File: src/rtl/mem_access_pkg.sv
// Shared encodings for the memory access controller: access sizes, FSM states,
// lane geometry and the small alignment helpers used at request accept.
package mem_access_pkg;

  localparam logic [1:0] SZ_BYTE = 2'b00;
  localparam logic [1:0] SZ_HALF = 2'b01;
  localparam logic [1:0] SZ_WORD = 2'b10;
  localparam logic [1:0] SZ_ILL  = 2'b11;

  localparam int LANE_W    = 8;
  localparam int NUM_LANES = 4;
  localparam int WORD_W    = LANE_W * NUM_LANES;

  typedef enum logic [2:0] {
    ST_IDLE = 3'd0,
    ST_RD   = 3'd1,
    ST_WAIT = 3'd2,
    ST_WR   = 3'd3,
    ST_RESP = 3'd4
  } state_t;

  function automatic logic is_misaligned(input logic [1:0] size, input logic [1:0] off);
    case (size)
      SZ_BYTE: is_misaligned = 1'b0;
      SZ_HALF: is_misaligned = off[0];
      SZ_WORD: is_misaligned = (off != 2'b00);
      default: is_misaligned = 1'b1;
    endcase
  endfunction

  // Lane offset actually used by the access: low bits below the access size are dropped.
  function automatic logic [1:0] align_offset(input logic [1:0] size, input logic [1:0] off);
    case (size)
      SZ_BYTE: align_offset = off;
      SZ_HALF: align_offset = {off[1], 1'b0};
      default: align_offset = 2'b00;
    endcase
  endfunction

endpackage

File: src/rtl/mem_lane_unit.sv
// Combinational byte-lane datapath: load extraction with sign/zero extension,
// and store merge of a byte/halfword into an existing little-endian word.
module mem_lane_unit
  import mem_access_pkg::*;
(
  input  logic [WORD_W-1:0] i_word,
  input  logic [WORD_W-1:0] i_wdata,
  input  logic [1:0]        i_off,
  input  logic [1:0]        i_size,
  input  logic              i_sign_ext,
  output logic [WORD_W-1:0] o_load,
  output logic [WORD_W-1:0] o_store
);

  logic [LANE_W-1:0]   w_byte;
  logic [2*LANE_W-1:0] w_half;

  assign w_byte = i_word[{i_off, 3'b000} +: LANE_W];
  assign w_half = i_off[1] ? i_word[WORD_W-1:2*LANE_W] : i_word[2*LANE_W-1:0];

  // Load path: word loads pass through untouched, sign_ext only matters for sub-words.
  always_comb begin
    o_load = '0;
    case (i_size)
      SZ_BYTE: o_load = {{(WORD_W-LANE_W){i_sign_ext & w_byte[LANE_W-1]}}, w_byte};
      SZ_HALF: o_load = {{(WORD_W-2*LANE_W){i_sign_ext & w_half[2*LANE_W-1]}}, w_half};
      default: o_load = i_word;
    endcase
  end

  // Store path: replace only the addressed lane(s) of the word read back from memory.
  always_comb begin
    o_store = i_word;
    case (i_size)
      SZ_BYTE: o_store[{i_off, 3'b000} +: LANE_W] = i_wdata[LANE_W-1:0];
      SZ_HALF: begin
        if (i_off[1]) begin
          o_store[WORD_W-1:2*LANE_W] = i_wdata[2*LANE_W-1:0];
        end else begin
          o_store[2*LANE_W-1:0] = i_wdata[2*LANE_W-1:0];
        end
      end
      default: o_store = i_wdata;
    endcase
  end

endmodule

File: src/rtl/mem_access_ctrl.sv
// Load/store controller in front of a single-port synchronous word memory.
// Define MEM_UNALIGNED_EXC_EN to trap misaligned/illegal accesses; otherwise they are forced aligned.
module mem_access_ctrl
  import mem_access_pkg::*;
#(
  parameter int ADDR_W = 32,
  parameter int DATA_W = 32
) (
  input  logic              clk,
  input  logic              reset_n,
  input  logic              req_valid,
  output logic              req_ready,
  input  logic [ADDR_W-1:0] addr,
  input  logic              wr,
  input  logic [1:0]        size,
  input  logic              sign_ext,
  input  logic [DATA_W-1:0] wdata,
  output logic [DATA_W-1:0] rdata,
  output logic              done,
  output logic              align_exc,
  output logic [ADDR_W-1:0] mem_addr,
  output logic              mem_wr,
  output logic [DATA_W-1:0] mem_wdata,
  input  logic [DATA_W-1:0] mem_rdata
);

  state_t r_state;
  state_t w_next_state;

  logic              r_ready;
  logic              r_wr;
  logic              r_sign;
  logic [1:0]        r_size;
  logic [1:0]        r_off;
  logic [DATA_W-1:0] r_wdata;
  logic [DATA_W-1:0] r_rdata;
  logic [DATA_W-1:0] r_mem_wdata;
  logic [ADDR_W-1:0] r_mem_addr;
  logic              r_done;
  logic              r_exc;
  logic              r_mem_wr;

  logic              w_accept;
  logic              w_go;
  logic              w_misalign;
  logic [1:0]        w_size_eff;
  logic [1:0]        w_off_eff;
  logic [DATA_W-1:0] w_load_word;
  logic [DATA_W-1:0] w_store_word;

`ifdef MEM_UNALIGNED_EXC_EN
  assign w_size_eff = size;
  assign w_misalign = is_misaligned(size, addr[1:0]);
`else
  assign w_size_eff = (size == SZ_ILL) ? SZ_WORD : size;
  assign w_misalign = 1'b0;
`endif

  assign w_off_eff = align_offset(w_size_eff, addr[1:0]);
  assign w_accept  = req_valid && r_ready;
  assign w_go      = w_accept && !w_misalign;

  mem_lane_unit u_lane (
    .i_word     (mem_rdata),
    .i_wdata    (r_wdata),
    .i_off      (r_off),
    .i_size     (r_size),
    .i_sign_ext (r_sign),
    .o_load     (w_load_word),
    .o_store    (w_store_word)
  );

  // Word stores skip the read; every other access reads the word first.
  always_comb begin
    w_next_state = r_state;
    case (r_state)
      ST_IDLE: begin
        if (w_go) begin
          if (wr && (w_size_eff == SZ_WORD)) begin
            w_next_state = ST_WR;
          end else begin
            w_next_state = ST_RD;
          end
        end else begin
          w_next_state = ST_IDLE;
        end
      end
      ST_RD:   w_next_state = ST_WAIT;
      ST_WAIT: w_next_state = r_wr ? ST_WR : ST_RESP;
      ST_WR:   w_next_state = ST_RESP;
      ST_RESP: w_next_state = ST_IDLE;
      default: w_next_state = ST_IDLE;
    endcase
  end

  always_ff @(posedge clk or negedge reset_n) begin
    if (!reset_n) begin
      r_state <= ST_IDLE;
    end else begin
      r_state <= w_next_state;
    end
  end

  // Request fields are captured once at accept and held for the whole access.
  always_ff @(posedge clk or negedge reset_n) begin
    if (!reset_n) begin
      r_wr       <= 1'b0;
      r_sign     <= 1'b0;
      r_size     <= SZ_BYTE;
      r_off      <= 2'b00;
      r_wdata    <= '0;
      r_mem_addr <= '0;
    end else if (w_go) begin
      r_wr       <= wr;
      r_sign     <= sign_ext;
      r_size     <= w_size_eff;
      r_off      <= w_off_eff;
      r_wdata    <= wdata;
      r_mem_addr <= {addr[ADDR_W-1:2], 2'b00};
    end
  end

  always_ff @(posedge clk or negedge reset_n) begin
    if (!reset_n) begin
      r_ready     <= 1'b1;
      r_done      <= 1'b0;
      r_exc       <= 1'b0;
      r_mem_wr    <= 1'b0;
      r_mem_wdata <= '0;
      r_rdata     <= '0;
    end else begin
      r_ready  <= (w_next_state == ST_IDLE);
      r_done   <= (w_next_state == ST_RESP);
      r_exc    <= w_accept && w_misalign;
      r_mem_wr <= (w_next_state == ST_WR);
      if (w_next_state == ST_WR) begin
        r_mem_wdata <= (r_state == ST_WAIT) ? w_store_word : wdata;
      end
      if ((r_state == ST_WAIT) && !r_wr) begin
        r_rdata <= w_load_word;
      end
    end
  end

  assign req_ready = r_ready;
  assign rdata     = r_rdata;
  assign done      = r_done;
  assign align_exc = r_exc;
  assign mem_addr  = r_mem_addr;
  assign mem_wr    = r_mem_wr;
  assign mem_wdata = r_mem_wdata;

endmodule

File: config.mk
export PLATFORM = sky130hd
export DESIGN_NAME = mem_access_ctrl
export DESIGN_NICKNAME = d
export VERILOG_FILES = /design/src/rtl/mem_access_pkg.sv /design/src/rtl/mem_lane_unit.sv /design/src/rtl/mem_access_ctrl.sv
export SDC_FILE = /design/constraint.sdc
export NUM_CORES = 1
export LEC_CHECK = 0
export BUFFER_PORTS_ARGS = -buffer_cell sky130_fd_sc_hd__buf_2
export CORE_UTILIZATION = 30
export CTS_CLUSTER_DIAMETER = 60
export CTS_CLUSTER_SIZE = 20
export DETAILED_ROUTE_END_ITERATION = 16
export PLACE_DENSITY = 0.61
export SLEW_MARGIN = 0
export SYNTH_ARGS = -nofsm -noshare
export SYNTH_HDL_FRONTEND = slang
export SYNTH_HIERARCHICAL = 1
export SYNTH_SLANG_ARGS = --single-unit
File: constraint.sdc
create_clock -name clk -period 6.8 [get_ports clk]
set_clock_uncertainty 0.1 [all_clocks]
set_input_delay 1.02 -clock clk [delete_from_list [all_inputs] [get_ports clk]]
set_output_delay 1.02 -clock clk [all_outputs]
set_load 0.01 [all_outputs]
==> impl_metrics.ini, run 1 <==
[run_status]
status = complete, no violations

[sta]
setup_viol = 0
fmax_ghz = 0.298
post-route-period-util_pct = 49.3
tightest_slew_ns = 1.16
slew_viol_final = 0
period_minus_slack_ns = 3.35
final-hold-violation-count = 0
finalSetupTns_ns = 0
max_slew_margin_pct = 22.5
hold_ws_ns = 0.396
rsz0062_at_grt = no

[detailed_routing]
antenna_left = 0
vias_per_cell = 4.99
wire_per_inst_um = 19.3
drt_iter0_markers = 348
drc = 0
via_count = 5479
first_pass_iters = 7
drt_wl_total_mm = 21.2

[synth]
synth.most_common_cell = mux2_2
synthFlopType = dfrtp_1
ys_seq_area_share_pct = 48.6
synth_common_cells = mux2_2, dfrtp_1, nand2_1
synth_cell_types = 46
synth.area.top_cells = dfrtp_1, mux2_2, nand2_1
syn-mean-instance-area_um2 = 12.3
yosys_warnings = 6
syn_area_mm2 = 0.00711
yosys.area.top_type_share_pct = 48.2
synth_top_area_cell = dfrtp_1
synthArstFlopShare_pct = 100
ys_ff_latch = 138
netlist_instances = 580
synth-edff-count = 0

[flow_run]
drv_cap = 0

[setup_path]
crit_required_ns = 7.00
worstReg2RegStart = r_size[0]
worstSetupStartpoint = r_size[0]
cp-start-kind = register
arrival_ns = 3.55
critPathKind = register to register
worstSetupEndpointType = register
critPathMaxFanout = 22

[floorplan]
die_x_um = 156
die_h_um = 156
rows = 55
start_util_pct = 31.0
die_area_mm2 = 0.0243
core_area_mm2 = 0.0229
pin_count = 203

[final_layout]
layout-drive-gt1-share_pct = 53.3
post-route-util_pct = 38.8
fin_nets = 875
syn2layout_area_growth_pct = 25.0
n_fill_cell = 2293
layout.cells.non_filler = 1099
design_area_mm2 = 0.00889

[global_route]
grt_pass1_vias = 5575
antenna_found_initial = 11
gr-total-overflow = 0
grt_pass1_wl_mm = 32.5
grtUsageTotal_pct = 17.9
grt_max_degree = 79

[pwr]
power_density_mw_per_mm2 = 487
switchingPower_uw = 1620
p_seq_share_pct = 35.8
p_comb_share_pct = 44.0
vdd_ir_drop_max_v = 0.000193
p_int_uw = 2710
swShare_pct = 37.4
p_leak_uw = 0.00401
power_frac_clock_pct = 20.1

[clock_network]
ctsHoldBuffers = 0
clockBufferDepth = 2
tritoncts = yes
cts_setup_buffers = 0
clk_pin_slew_ns = 0.06
cts_buffers = 17
worstSkewPairLatency_ns = 0.42
ctsRootBufferMaster = clkbuf_16
ctsResizeCount = 0
h-tree-depth = 4
clock_sinks = 138

[place]
dp_hpwl_mm = 15.3
placed_cells = 1061
io_buffers = 199
place.gp.congestion = 0.867
placed_cell_area_mm2 = 0.00833

[worst_hold_path]
hp-start = mem_addr[16]
hp-class = register to register
layer usage:
layer / routed length, um / global-route usage, %
met3: 2030 / 6.75
met5: 53 / 0
met1: 9130 / 23.0
met2: 9540 / 27.2
met4: 419 / 6.30
metrics by stage:
stage / total power, uW / worst slack (ns)
3_5_place_dp: 3480 / 3.52
4_1_cts: 4370 / 3.54
6_report: 4330 / 3.45
5_1_grt: 4620 / 3.30
3_3_place_gp: 3440 / 3.62
2_1_floorplan: 2810 / 4.35
critical path, stage by stage, from the launching register on:
cell and delay, ns:
dfrtp_1 0.76, inv_1 0.29, o21ai_1 0.83, a21oi_1 0.38
a22o_1 0.33, mux2_2 0.26, mux2_1 0.29
power by group through the flow:
stage	clock, uW	combinational [uW]	sequential, uW
after CTS	898	1920	1550
after floorplan	0	1230	1580
final	871	1910	1550
after detailed placement	0	1910	1560
after global placement	0	1890	1550
after global routing	933	2080	1610
layout by cell type, fill, tap and decap left out, types with 2 or more instances in the layout:
cell type	netlist	final
a2bb2oi_1	7	7
inv_1	12	12
clkbuf_16	0	17
ha_1	5	5
clkbuf_1	12	8
nor2b_1	6	5
o21ai_0	19	19
nand2_1	69	68
o21ai_1	2	2
buf_4	7	4
a22o_1	11	11
nor2_1	8	8
dfrtp_1	137	137
a222oi_1	7	7
a211oi_2	3	3
nor3b_1	3	3
clkinv_2	0	3
a21oi_2	10	10
nand2b_1	7	7
a21oi_1	12	12
diode_2	0	6
mux2_2	165	165
buf_2	11	198
mux2_1	3	3
a221o_1	16	16
mux2i_1	7	7
a221oi_1	7	7
clkbuf_8	0	3
nand3b_1	2	2
a22oi_1	5	5
conb_1	1	3
nor3_1	2	2
kinds of logic (layout without fill, tap and decap cells):
family,after synthesis,after routing,synth area share [%]
other,1,9,0.0527
and+or+nand+nor,107,107,7.23
AOI/OAI and AO/OA,105,105,11.8
muxes,175,175,27.6
DFF,138,138,48.6
buffers and inverters,49,247,3.80
adders and majority gates,5,5,0.880
sequential cells by signal (all words and copies together), names as in the netlist:
| register | flops |
|---|---|
| mem_addr | 30 |
| req_ready | 1 |
| mem_wdata | 32 |
| r_state | 3 |
| r_wr | 1 |
| rdata | 32 |
| r_sign | 1 |
| r_off | 2 |
| r_size | 2 |
| mem_wr | 1 |
| r_wdata | 32 |
| done | 1 |
path summary, 6_finish.rpt:
kind | end | slack, ns | depth (start not counted)
worst max-delay path | mem_wdata[3] | 3.45 | 6
worst min-delay path | mem_addr[16] | 0.40 | 1
worst max register to register | mem_wdata[3] | 3.45 | 6
worst min register to register | mem_addr[16] | 0.40 | 1
max in group asynchronous | mem_addr[29] | 4.78 | 2
min in group asynchronous | mem_wdata[21] | 0.53 | 1
final cells by class:
cell class	instances	area, um^2	area share, %
Antenna cell	6	15.0	0.169
Clock buffer	28	497	5.59
Sequential cell	138	3450	38.9
Timing Repair Buffer	203	1030	11.6
Multi-Input combinational cell	395	3410	38.3
Clock inverter	4	45.0	0.507
Inverter	12	45.0	0.507
Tap cell	313	392	4.41
Note: power is estimated with default switching activity, not from simulation.
==> inputs of run 2 (changes only) <==
--- a/config.mk
+++ b/config.mk
@@ -5,12 +5,13 @@
 export SDC_FILE = /design/constraint.sdc
 export NUM_CORES = 1
 export LEC_CHECK = 0
+export ABC_AREA = 1
 export BUFFER_PORTS_ARGS = -buffer_cell sky130_fd_sc_hd__buf_2
 export CORE_UTILIZATION = 30
 export CTS_CLUSTER_DIAMETER = 60
 export CTS_CLUSTER_SIZE = 20
 export DETAILED_ROUTE_END_ITERATION = 16
-export PLACE_DENSITY = 0.61
+export PLACE_DENSITY = 0.6
 export SLEW_MARGIN = 0
 export SYNTH_ARGS = -nofsm -noshare
 export SYNTH_HDL_FRONTEND = slang
==> constraint.sdc (replaced) <==
create_clock -name clk -period 3.2 [get_ports clk]
set_clock_uncertainty 0.1 [all_clocks]
set_input_delay 0.48 -clock clk [delete_from_list [all_inputs] [get_ports clk]]
set_output_delay 0.48 -clock clk [all_outputs]
set_load 0.01 [all_outputs]
==> impl_metrics.ini, run 2 <==
[run_status]
status = complete, no violations

[place]
place.gp.congestion = 0.961
io_buffers = 199
dp_hpwl_mm = 19.5

[clock_network]
ctsRootBufferMaster = clkbuf_16
ctsResizeCount = 0
h-tree-depth = 4
clock_sinks = 138
clk_pin_slew_ns = 0.07
tritoncts = yes
cts_setup_buffers = 0
cts_buffers = 17
clockBufferDepth = 2
ctsHoldBuffers = 1
worstSkewPairLatency_ns = 0.42

[synth]
yosys_warnings = 6
synthArstFlopShare_pct = 100
synth_common_cells = nand2_1, dfrtp_1, nand3_1
yosys.area.top_type_share_pct = 45.2
synth.area.top_cells = dfrtp_1, nand2_1, nand3_1
ys_ff_latch = 138
synthFlopType = dfrtp_1
synth_cell_types = 35
synth.most_common_cell = nand2_1
synth-edff-count = 0
syn-mean-instance-area_um2 = 6.91
synth_top_area_cell = dfrtp_1
ys_seq_area_share_pct = 45.5
netlist_instances = 1098
syn_area_mm2 = 0.00759

[global_route]
grt_pass1_vias = 7224
grt_pass1_wl_mm = 41.4
gr-total-overflow = 0
grtUsageTotal_pct = 20.7
grt_max_degree = 73
antenna_found_initial = 4

[sta]
final-hold-violation-count = 0
tightest_slew_ns = 1.18
rsz0062_at_grt = no
fmax_ghz = 0.434
max_slew_margin_pct = 21.5
setup_viol = 0
hold_ws_ns = 0.144
finalSetupTns_ns = 0
slew_viol_final = 0
post-route-period-util_pct = 72.1
period_minus_slack_ns = 2.31

[setup_path]
cp-start-kind = register
critPathMaxFanout = 12
arrival_ns = 2.57
crit_required_ns = 3.46
worstSetupEndpointType = register
critPathKind = register to register

[final_layout]
mostFrequentLayoutCells = nand2_1, buf_2, dfrtp_1
syn2layout_area_growth_pct = 24.3
n_fill_cell = 2690
final_common_cell = nand2_1
fin_nets = 1383
post-route-util_pct = 38.4
layout-drive-gt1-share_pct = 21.1

[floorplan]
die_x_um = 161
die_h_um = 161
core_area_mm2 = 0.0245
die_area_mm2 = 0.0259
pin_count = 203
rows = 57
start_util_pct = 30.9

[detailed_routing]
drt_iter0_markers = 585
vias_per_cell = 4.73
drc = 0
drt_wl_total_mm = 26.3
first_pass_iters = 5
via_count = 7628
antenna_left = 0
wire_per_inst_um = 16.3

[worst_hold_path]
hp-class = input port to register

[pwr]
power_density_mw_per_mm2 = 997
vdd_ir_drop_max_v = 0.000444
p_leak_uw = 0.00539

[flow_run]
drv_cap = 0
[run 2: cell count changes in the layout (fill, tap and decap cells not counted), moves of 11 or more]
| cell | change |
|---|---|
| a221o_1 | -16 |
| a22o_1 | -11 |
| inv_1 | +53 |
| mux2_2 | -165 |
| nand2_1 | +491 |
| nand3_1 | +119 |
| nor2_1 | +33 |
| o21ai_1 | +34 |
[run 2: where the power goes]
group,total [uW],switching (uW),internal (uW),leakage (uW)
Sequential,3100,568,2530,0.00174
Clock,2050,782,1260,0.000300
Combinational,4250,2840,1410,0.00336
Total,9400,4190,5210,0.00539
[run 2: area by class of cell]
| cell class | instances | area (um^2) | area share (%) |
|---|---|---|---|
| multi-input combinational | 831 | 3550 | 37.7 |
| sequential | 138 | 3450 | 36.6 |
| timing repair buffer | 215 | 1140 | 12.1 |
| clock buffer | 20 | 457 | 4.84 |
| tap | 324 | 405 | 4.30 |
| inverter | 72 | 270 | 2.87 |
| clock inverter | 11 | 145 | 1.54 |
| antenna | 3 | 7.51 | 0.0796 |
[run 2: path summary, 6_finish.rpt]
check	from	endpoint	slack, ns	depth (start not counted)
setup / recovery	r_off[1]	mem_wdata[2]	0.89	10
hold / removal	addr[13]	mem_addr[13]	0.14	3
setup reg to reg	r_off[1]	mem_wdata[2]	0.89	10
hold reg to reg	mem_wdata[18]	mem_wdata[18]	0.37	2
max in group asynchronous	reset_n	req_ready	1.71	3
min in group asynchronous	reset_n	rdata[20]	0.53	2
[run 2: metrics by stage]
step | cell area (um^2) | total power, uW | worst slack (ns) | cells
detailed placement | 8810 | 7370 | 0.900 | 1579
CTS | 9420 | 9480 | 0.881 | 1611
floorplan | 7590 | 5840 | 0.935 | 1100
global placement | 8810 | 7330 | 0.920 | 1579
global route | 9420 | 10200 | 0.673 | 1611
finish | 9430 | 9400 | 0.893 | 1614
[run 2: cells by family after synthesis]
kind of cell / count (synthesis) / synth area share (%)
other cells: 1 / 0.0494
fa+ha+maj: 5 / 0.825
simple gates: 753 / 40.7
buf+inv: 131 / 7.80
compound gates: 70 / 5.11
flops: 138 / 45.5
[run 2: per-layer routing]
| layer | vias to the layer above | track usage [%] | part of all wire [%] | routed length [um] |
|---|---|---|---|---|
| li1 | 3780 | - | - | - |
| met1 | 3529 | 30.0 | 48 | 12700 |
| met2 | 302 | 32.0 | 44 | 11600 |
| met3 | 15 | 4.67 | 7.1 | 1880 |
| met4 | 2 | 3.00 | 0.59 | 155 |
| met5 | - | 0 | 0.038 | 10 |
[run 2: worst max-delay path, stage by stage, from the launching register on]
cell	delay [ns]
dfrtp_1	0.39
inv_2	0.24
ha_1	0.42
nand3_1	0.17
o21ai_2	0.40
nand2_1	0.09
nand2_1	0.09
nand3_1	0.10
nand2_1	0.09
nand3_1	0.07
nand2_1	0.08
